[src/rtl/fibo_pkg.sv]
// Shared types and constants for the Fibonacci term-stream checker.
package fibo_pkg;

  typedef enum logic [1:0] {
    UNLOCKED = 2'd0,
    GOT0     = 2'd1,
    LOCKED   = 2'd2,
    RESEED   = 2'd3
  } state_e;

  localparam int WIDTH_DEF = 4;
  localparam int SEED0     = 0;
  localparam int SEED1     = 1;

endpackage

[src/rtl/fibo_expect_unit.sv]
// Combinational next-term prediction (prev + cur mod 2^WIDTH) and compare.
module fibo_expect_unit #(
  parameter int WIDTH = fibo_pkg::WIDTH_DEF
) (
  input  logic [WIDTH-1:0] prev_i,
  input  logic [WIDTH-1:0] cur_i,
  input  logic [WIDTH-1:0] sample_i,
  output logic [WIDTH-1:0] exp_o,
  output logic             carry_o,
  output logic             match_o
);

  if (WIDTH == 4) begin : g_rca
    rcadder_4b u_add (
      .a    (prev_i),
      .b    (cur_i),
      .cin  (1'b0),
      .sum  (exp_o),
      .cout (carry_o)
    );
  end else begin : g_generic
    assign {carry_o, exp_o} = {1'b0, prev_i} + {1'b0, cur_i};
  end

  assign match_o = (sample_i == exp_o);

endmodule

[src/rtl/rcadder_4b.sv]
// Four-bit ripple-carry adder built from a chain of full adders.
module rcadder_4b (
  input  logic [3:0] a,
  input  logic [3:0] b,
  input  logic       cin,
  output logic [3:0] sum,
  output logic       cout
);

  logic [4:0] c;

  assign c[0] = cin;

  for (genvar i = 0; i < 4; i++) begin : g_fa
    assign sum[i]   = a[i] ^ b[i] ^ c[i];
    assign c[i + 1] = (a[i] & b[i]) | (c[i] & (a[i] ^ b[i]));
  end

  assign cout = c[4];

endmodule

[config.mk]
export PLATFORM = sky130hd
export DESIGN_NAME = fibo_expect_unit
export DESIGN_NICKNAME = d
export VERILOG_FILES = /design/src/rtl/fibo_pkg.sv /design/src/rtl/fibo_expect_unit.sv /design/src/rtl/rcadder_4b.sv
export SDC_FILE = /design/constraint.sdc
export NUM_CORES = 1
export LEC_CHECK = 0
export BUFFER_PORTS_ARGS = -buffer_cell sky130_fd_sc_hd__buf_4
export CAP_MARGIN = 40
export CORE_AREA = 2 2 39 41
export DETAILED_ROUTE_END_ITERATION = 8
export DIE_AREA = 0 0 41 43
export SYNTH_ARGS = -nofsm -noshare
export SYNTH_HDL_FRONTEND = slang
export SYNTH_SLANG_ARGS = --single-unit
[constraint.sdc]
create_clock -name vclk -period 4
set_input_delay 0.8 -clock vclk [all_inputs]
set_output_delay 0.8 -clock vclk [all_outputs]
set_load 0.01 [all_outputs]
# == After elaboration in Yosys (flattened, before gate mapping) ==
# Index checks and enable logic that the tools add are counted.
# totals
reg_bits,0
output_inout_bits,6
inputBits,12
# op_classes
n_eq_ne,1
bitwise_logic,17
# ops
cell,n
bitwise AND 1 bit,7
bitwise XOR 1 bit,7
equality test 4 bit,1
OR 1 bit,3

# == Depth between registers and ports, before layout ==
# Gate-level depths: netlist (run 1).
# logic_depth
word_depth,7
depth_mapped,7
depth_no_buf,7

# == By module ==
# From an unflattened synthesis (run 1), not the netlist that was laid out.
# unflattened
cells_unflattened,20
area_unflattened_um2,168.9
# modules_own_cells
mod,instances,cells_per_inst,area_each_um2
rcadder_4b,1,14,117.6
fibo_expect_unit,1,6,51.3

# == Worst setup path before layout (run 1) ==
# Ideal clock, no wire load.
# synth_path
path_type,in2out
from,input prev_i[0]
to,output match_o
path_slack_ps,745
arrival_time_ps,2455
required_time_ps,3200
cell_stages,7
cell_sequence,ha_1 > fa_1 > inv_1 > fa_1 > fa_1 > xnor2_1 > nor4_2
# synth_between
elab_chain_len,7
elab_cells_between_ends,10
classes_between,eq/ne (1); bitwise (9)
# synth_lines
item,line,rtl
"start, declared",fibo_expect_unit.sv:5,"input logic [WIDTH-1:0] prev_i,"
bitwise AND 1 bit (2 in a row),rcadder_4b.sv:16,assign c[i + 1] = (a[i] & b[i]) | (c[i] & (a[i] ^ b[i]));
OR 1 bit,rcadder_4b.sv:16,
bitwise AND 1 bit,rcadder_4b.sv:16,
OR 1 bit,rcadder_4b.sv:16,
bitwise XOR 1 bit,rcadder_4b.sv:15,assign sum[i] = a[i] ^ b[i] ^ c[i];
equality test 4 bit *,fibo_expect_unit.sv:25,assign match_o = (sample_i == exp_o);
"end, declared",fibo_expect_unit.sv:10,output logic match_o
# Every way passes the cells marked *; elsewhere a longest branch is shown, timed or not.

# == Worst setup path in the final report (run 1) ==
# Ends and elaborated chain as after synthesis.

==> qor.yml, run 1 <==
yosys:
  syn_nets: 33
  yosysSeqAreaShare_pct: 0
  syn_area_per_cell_um2: 8.83
  synth_area_um2: 150
  yosysWarningCount: 0
  syn_inst: 17
  ys_types: 6
sta:
  max_freq_mhz: 287
  setup_ws_ns: 0.513
  rsz0062_at_grt: "no"
  relSlewSlack_pct: 86.5
  finalSetupViolCount: 0
  drv_slew: 0
  fin_crit_sh_pct: 87.2
  fin_tns_setup_ns: 0
  min_period_ns: 3.49
  max_slew.worst_pin.slew_ns: 0.201
  hold_viol: 0
place:
  numPortBuffers: 18
  dp_slack_ns: 0.489
  globalplace.congestion: 0.589
setup_path:
  cp-start-kind: "input port"
  endpoint_kind: "primary output"
  path_common_cell: "fa_1"
  path_cells: "buf_4 > ha_1 > fa_1 > inv_1 > fa_1 > fa_1 > xnor2_1 > nor4_2 > buf_4"
  cp.arrival_ns: 2.69
  path_class: "input port to primary output"
  slowest_delay_ns: 0.45
  cp_max_fo: 2
  cp.required_ns: 3.20
  slowest_stage: "fa_1"
grt:
  grt_max_degree: 3
  grt_overflow: 0
  antenna_found_initial: 0
  grt_pass1_vias: 162
  grt_pass1_wl_um: 565
  track_usage_pct: 4.32
cells_and_area:
  fin_nets: 53
  postLayoutCoreUtil_pct: 22.1
  fillerInstances: 164
  nClkBuffers: 0
  mostFrequentLayoutCells: "buf_4, inv_1, fa_1, xor2_1, xnor2_1"
  area_growth_pct: 103
  layout-drive-gt1-share_pct: 54.3
  insertedDiodeCount: 0
  layout_commonest_cell: "buf_4"
  seq_area_um2: 0
  seq_cells: 0
status:
  status: "finished, final reports clean"
floorplan:
  start_util_pct: 10.8
  chipHeight_um: 43
  dieArea_um2: 1760
  ios: 18
  die_w_um: 41
  core_um2: 1380
  rows: 14
power_and_ir_drop:
  ir_drop_v: 0.0000332
  leakage_nw: 0.172
  p_per_area_nw_per_um2: 163
detailed_routing:
  drc: 0
  detail-route-antenna-nets: 0
  wire_per_inst_um: 6.61
  drtPass1Iterations: 1
  vias_per_cell: 3.10
  wl_um: 337
  vias: 158
  drt_iter0_drc: 0
clock_tree:
  ctsHoldBuffers: 0
  cts_resized: 0
  cts_setup_buffers: 0
run:
  drv_cap: 0
min_path:
  hp-class: "input port to primary output"
stage by stage:
stage	cells	power, mW	instance area, µm²	hold slack (ns)
final	51	0.0497	305	1.95
after global routing	51	0.0560	305	1.98
after CTS	51	0.0512	305	1.95
after detailed placement	51	0.0510	305	1.95
after global placement	51	0.0506	305	1.95
after floorplan	17	0.0260	150	1.76
final cells by class:
type | count | area [µm²] | share of cell area (%)
inverters | 8 | 30.0 | 9.84
repair buffers | 18 | 135 | 44.3
well taps | 16 | 20.0 | 6.56
multi-input cells | 9 | 120 | 39.3
cell usage after synthesis, drive strengths merged:
cell type  count  share of area (%)
fa             3                 40
inv            8                 20
ha             1                8.3
nor4           1                8.3
xnor2          2                 12
xor2           2                 12
critical path: cells and delay by family:
family,cells,cell delay [ns]
buf+inv,3,0.34
fa+ha+maj,4,1.18
xor+xnor,1,0.16
simple gates,1,0.22
cell families after synthesis:
logic type	synth area share (%)
buffers and inverters	20.0
AND/OR/NAND/NOR	8.33
XOR/XNOR	23.3
adder cells (fa/ha/maj)	48.3
power by group:
group | internal, mW | switching, mW | total (mW)
Clock | 0 | 0 | 0
Sequential | 0 | 0 | 0
Combinational | 0.0285 | 0.0212 | 0.0497
routing by layer:
layer	vias up	wire length (µm)	global-route usage (%)
met3	0	56	0
met5	-	0	0
met4	0	0	0
met1	64	125	5.16
met2	12	155	8.44
li1	82	-	-
worst paths after layout:
check / to / slack (ns) / cells past startpoint / startpoint
worst min-delay path: exp_o[0] / 1.95 / 3 / cur_i[0]
worst max-delay path: match_o / 0.51 / 9 / prev_i[0]
No activity file was read; power rests on OpenSTA's default activity.
==> inputs of run 2 (changes only) <==
PLACE_DENSITY_LB_ADDON = 0.08   (was unset)
==> run 2 against run 1 <==
Die area is the same. Setup slack better by 0.013 ns. Core utilization unchanged. Critical path depth unchanged. Routed wire length up 6.5%. Via count increased by 3.2%. Fmax up 0.37%. Non-clock buffer count did not move. Count of clock-buffer cells in the layout is the same. Combinational power is essentially flat. Global-route usage down 0.21 points. Final cell count unchanged.
==> qor.yml, run 2 (synthesized netlist as in run 1, its figures left out) <==
setup_path:
  path_delay_family: "adder cells"  # unchanged
  path_cells: "buf_4 > ha_1 > fa_1 > inv_1 > fa_1 > fa_1 > xnor2_1 > nor4_2 > buf_4"  # unchanged
  cp-start-kind: "input port"  # unchanged
  cp.arrival_ns: 2.67  # was 2.69 ns
  path_class: "input port to primary output"  # unchanged
  slowest_delay_ns: 0.44  # was 0.45 ns
  endpoint_kind: "primary output"  # unchanged
  cp_max_fo: 2  # unchanged
  slowest_stage: "fa_1"  # unchanged
  path_common_cell: "fa_1"  # unchanged
  worst-path-buf-inv: 3  # unchanged
  cp.required_ns: 3.20  # about the same
cells_and_area:
  seq_area_um2: 0  # unchanged
  nClkBuffers: 0  # unchanged
  fillerInstances: 164  # unchanged
  area_growth_pct: 103  # unchanged
  mostFrequentLayoutCells: "buf_4, inv_1, fa_1, xor2_1, xnor2_1"  # unchanged
  fin_nets: 53  # unchanged
  layout_commonest_cell: "buf_4"  # unchanged
  layout-drive-gt1-share_pct: 54.3  # unchanged
  seq_cells: 0  # unchanged
  multi_input_area_um2: 120  # unchanged
  insertedDiodeCount: 0  # unchanged
grt:
  grt_use_met2_pct: 7.19  # was 8.44%
  track_usage_pct: 4.11  # was 4.32%
  gr-max-usage-layer: "met2"  # unchanged
  met3_usage_pct: 0  # unchanged
  grt_max_degree: 3  # unchanged
  grt_pass1_wl_um: 552  # was 565 µm
  antenna_found_initial: 0  # unchanged
  grt_pass1_vias: 150  # was 162
  met1_usage_pct: 5.77  # was 5.16%
  grt_overflow: 0  # unchanged
detailed_routing:
  detail-route-antenna-nets: 0  # unchanged
  drc: 0  # unchanged
  drtPass1Iterations: 1  # unchanged
  vias_per_cell: 3.20  # was 3.10
  wl_um: 359  # was 337 µm
  vias: 163  # was 158
  drt_iter0_drc: 0  # unchanged
  wire_per_inst_um: 7.04  # was 6.61 µm
place:
  globalplace.congestion: 0.508  # was 0.589
  dp_slack_ns: 0.484  # was 0.489 ns
  numPortBuffers: 18  # unchanged
  hpwl_um: 359
clock_tree:
  cts_resized: 0  # unchanged
  ctsHoldBuffers: 0  # unchanged
  cts_setup_buffers: 0  # unchanged
status:
  status: "finished, final reports clean"  # unchanged
floorplan:
  chipHeight_um: 43  # unchanged
  core_um2: 1380  # unchanged
  dieArea_um2: 1760  # unchanged
  rows: 14  # unchanged
  ios: 18  # unchanged
  die_w_um: 41  # unchanged
  start_util_pct: 10.8  # unchanged
sta:
  finalSetupViolCount: 0  # unchanged
  fin_crit_sh_pct: 86.9  # was 87.2%
  rsz0062_at_grt: "no"  # unchanged
  fin_tns_setup_ns: 0  # unchanged
  max_slew.worst_pin.slew_ns: 0.202  # was 0.201 ns
  drv_slew: 0  # unchanged
  min_period_ns: 3.47  # was 3.49 ns
  setup_ws_ns: 0.525  # was 0.513 ns
  max_freq_mhz: 288  # was 287 MHz
  hold_viol: 0  # unchanged
  relSlewSlack_pct: 86.4  # was 86.5%
min_path:
  hp-class: "input port to primary output"  # unchanged
power_and_ir_drop:
  leakage_nw: 0.172  # unchanged
  ir_drop_v: 0.0000364  # was 0.0000332 V
  p_per_area_nw_per_um2: 162  # was 163 nW/µm²
run:
  drv_cap: 0  # unchanged
[run 2: cell counts in the layout (fill, tap and decap cells not counted)]
Identical to the previous run, type by type.
[run 2: final timing paths]
| path | start | endpoint | cells past startpoint |
|---|---|---|---|
| max | prev_i[0] | match_o | 9 |
| min | cur_i[0] | exp_o[0] | 3 |
[run 2: metal layers]
layer | vias up | wire (µm)
met5 | - | 0
met4 | 0 | 0
met3 | 0 | 64
met2 | 13 | 166
met1 | 67 | 129
li1 | 83 | -
[run 2: power by group]
| part | leakage (nW) | switching, mW | internal (mW) | total [mW] |
|---|---|---|---|---|
| combinational | 0.172 | 0.0211 | 0.0284 | 0.0495 |
| sequential | 0 | 0 | 0 | 0 |
| clock | 0 | 0 | 0 | 0 |
[run 2: cell type report]
class | instances | share of cell area, %
well taps | 16 | 6.56
inverters | 8 | 9.84
multi-input cells | 9 | 39.3
repair buffers | 18 | 44.3
[run 2: through the flow]
| step | power, mW | cells | hold slack, ns | util (%) | instance area, µm² |
|---|---|---|---|---|---|
| floorplan | 0.0260 | 17 | 1.76 | - | 150 |
| global placement | 0.0512 | 51 | 1.95 | 22.1 | 305 |
| detailed placement | 0.0508 | 51 | 1.96 | 22.1 | 305 |
| CTS | 0.0512 | 51 | 1.97 | 22.1 | 305 |
| global route | 0.0561 | 51 | 1.98 | 22.1 | 305 |
| finish | 0.0495 | 51 | 1.96 | 22.1 | 305 |
[run 2: worst min-delay path, stage by stage]
cell and delay, ns:
buf_4 0.08, ha_1 0.15, buf_4 0.13
==> inputs of run 3 (changes only) <==
PLACE_DENSITY = 0.31   (was unset)
PLACE_DENSITY_LB_ADDON = unset   (was 0.08)
==> run 3 against run 2 <==
Via count up 3.1%. Flip-flop and latch count unchanged. Largest power group unchanged. First-iteration DRC count unchanged. Largest cell class unchanged. Sequential share of layout area did not move.
==> qor.yml, run 3 (synthesized netlist as in run 1, its figures left out) <==
sta:
  min_period_ns: 3.46  # was 3.47 ns
  relSlewSlack_pct: 87.4  # was 86.4%
  fin_tns_setup_ns: 0  # unchanged
  max_freq_mhz: 289  # was 288 MHz
  max_slew.worst_pin.slew_ns: 0.187  # was 0.202 ns
  hold_viol: 0  # unchanged
  finalSetupViolCount: 0  # unchanged
  rsz0062_at_grt: "no"  # unchanged
  drv_slew: 0  # unchanged
  fin_crit_sh_pct: 86.6  # was 86.9%
power_and_ir_drop:
  seqPwrFrac_pct: 0  # about the same
  leakage_nw: 0.172  # unchanged
  intPower_mw: 0.0285  # was 0.0284 mW
  clockPowerShare_pct: 0  # about the same
  swShare_pct: 43.2  # was 42.6%
  combPwrFrac_pct: 100.0  # about the same
  ir_drop_v: 0.0000359  # was 0.0000364 V
  power.switching_mw: 0.0217  # was 0.0211 mW
  total_power_mw: 0.0501  # was 0.0495 mW
  p_per_area_nw_per_um2: 164  # was 162 nW/µm²
floorplan:
  ios: 18  # unchanged
  start_util_pct: 10.8  # unchanged
  die_w_um: 41  # unchanged
  rows: 14  # unchanged
  chipHeight_um: 43  # unchanged
  core_um2: 1380  # unchanged
  dieArea_um2: 1760  # unchanged
clock_tree:
  ctsHoldBuffers: 0  # unchanged
  cts_resized: 0  # unchanged
  cts_setup_buffers: 0  # unchanged
grt:
  antenna_found_initial: 0  # unchanged
  grt_overflow: 0  # unchanged
  grt_max_degree: 3  # unchanged
  grt_pass1_wl_um: 648  # was 552 µm
  track_usage_pct: 4.92  # was 4.11%
  grt_pass1_vias: 170  # was 150
cells_and_area:
  seq_area_um2: 0  # unchanged
  layout_commonest_cell: "buf_4"  # unchanged
  nClkBuffers: 0  # unchanged
  seq_cells: 0  # unchanged
  mostFrequentLayoutCells: "buf_4, inv_1, fa_1, xor2_1, xnor2_1"  # unchanged
  layout-drive-gt1-share_pct: 54.3  # unchanged
  fin_nets: 53  # unchanged
  insertedDiodeCount: 0  # unchanged
  area_growth_pct: 103  # unchanged
detailed_routing:
  detail-route-antenna-nets: 0  # unchanged
  drt_iter0_drc: 0  # unchanged
  vias_per_cell: 3.29  # was 3.20
  wire_per_inst_um: 8.16  # was 7.04 µm
  drc: 0  # unchanged
  wl_um: 416  # was 359 µm
  vias: 168  # was 163
  drtPass1Iterations: 1  # unchanged
place:
  globalplace.congestion: 0.617  # was 0.508
  numPortBuffers: 18  # unchanged
status:
  status: "finished, final reports clean"  # unchanged
setup_path:
  cp.required_ns: 3.20  # about the same
  cp_max_fo: 2  # unchanged
  cp.arrival_ns: 2.66  # was 2.67 ns
  cp-start-kind: "input port"  # unchanged
  path_class: "input port to primary output"  # unchanged
  endpoint_kind: "primary output"  # unchanged
min_path:
  hp-class: "input port to primary output"  # unchanged
run:
  drv_cap: 0  # unchanged
## run 3: cell counts in the layout (fill, tap and decap cells not counted)
Identical to the previous run, type by type.
## run 3: final timing paths
path	start	to	cells past startpoint	slack, ns
hold / removal	cur_i[0]	exp_o[0]	3	1.95
setup / recovery	prev_i[0]	match_o	9	0.54
## run 3: final cells by class
| cell class | instances | area, µm² |
|---|---|---|
| multi-input cells | 9 | 120 |
| well taps | 16 | 20.0 |
| repair buffers | 18 | 135 |
| inverters | 8 | 30.0 |
| fillers | 155 | 1080 |
## run 3: worst max-delay path, stage by stage
cell and delay, ns:
buf_4 0.11, ha_1 0.20, fa_1 0.35, inv_1 0.07
fa_1 0.17, fa_1 0.45, xnor2_1 0.15, nor4_2 0.20
buf_4 0.16
## run 3: power groups by stage
stage	logic, mW	clock network (mW)	registers (mW)
after floorplan	0.0260	0	0
after global placement	0.0511	0	0
after detailed placement	0.0517	0	0
after CTS	0.0519	0	0
after global routing	0.0564	0	0
final	0.0501	0	0
## run 3: metrics by stage
step	hold slack [ns]	setup slack (ns)	cell area, µm²	cells	utilization (%)
2_1_floorplan	1.76	0.745	150	17	-
3_3_place_gp	1.96	0.494	305	51	22.1
4_1_cts	1.96	0.485	305	51	22.1
3_5_place_dp	1.96	0.487	305	51	22.1
6_report	1.95	0.536	305	51	22.1
5_1_grt	1.98	0.425	305	51	22.1
## run 3: routing by layer
| metal | vias up | wire [µm] | share of wire [%] | global-route usage [%] |
|---|---|---|---|---|
| li1 | 82 | - | - | - |
| met1 | 69 | 126 | 30 | 5.14 |
| met2 | 17 | 185 | 44 | 10.0 |
| met3 | 0 | 104 | 25 | 0.524 |
| met4 | 0 | 0 | 0 | 0 |
| met5 | - | 0 | 0 | 0 |
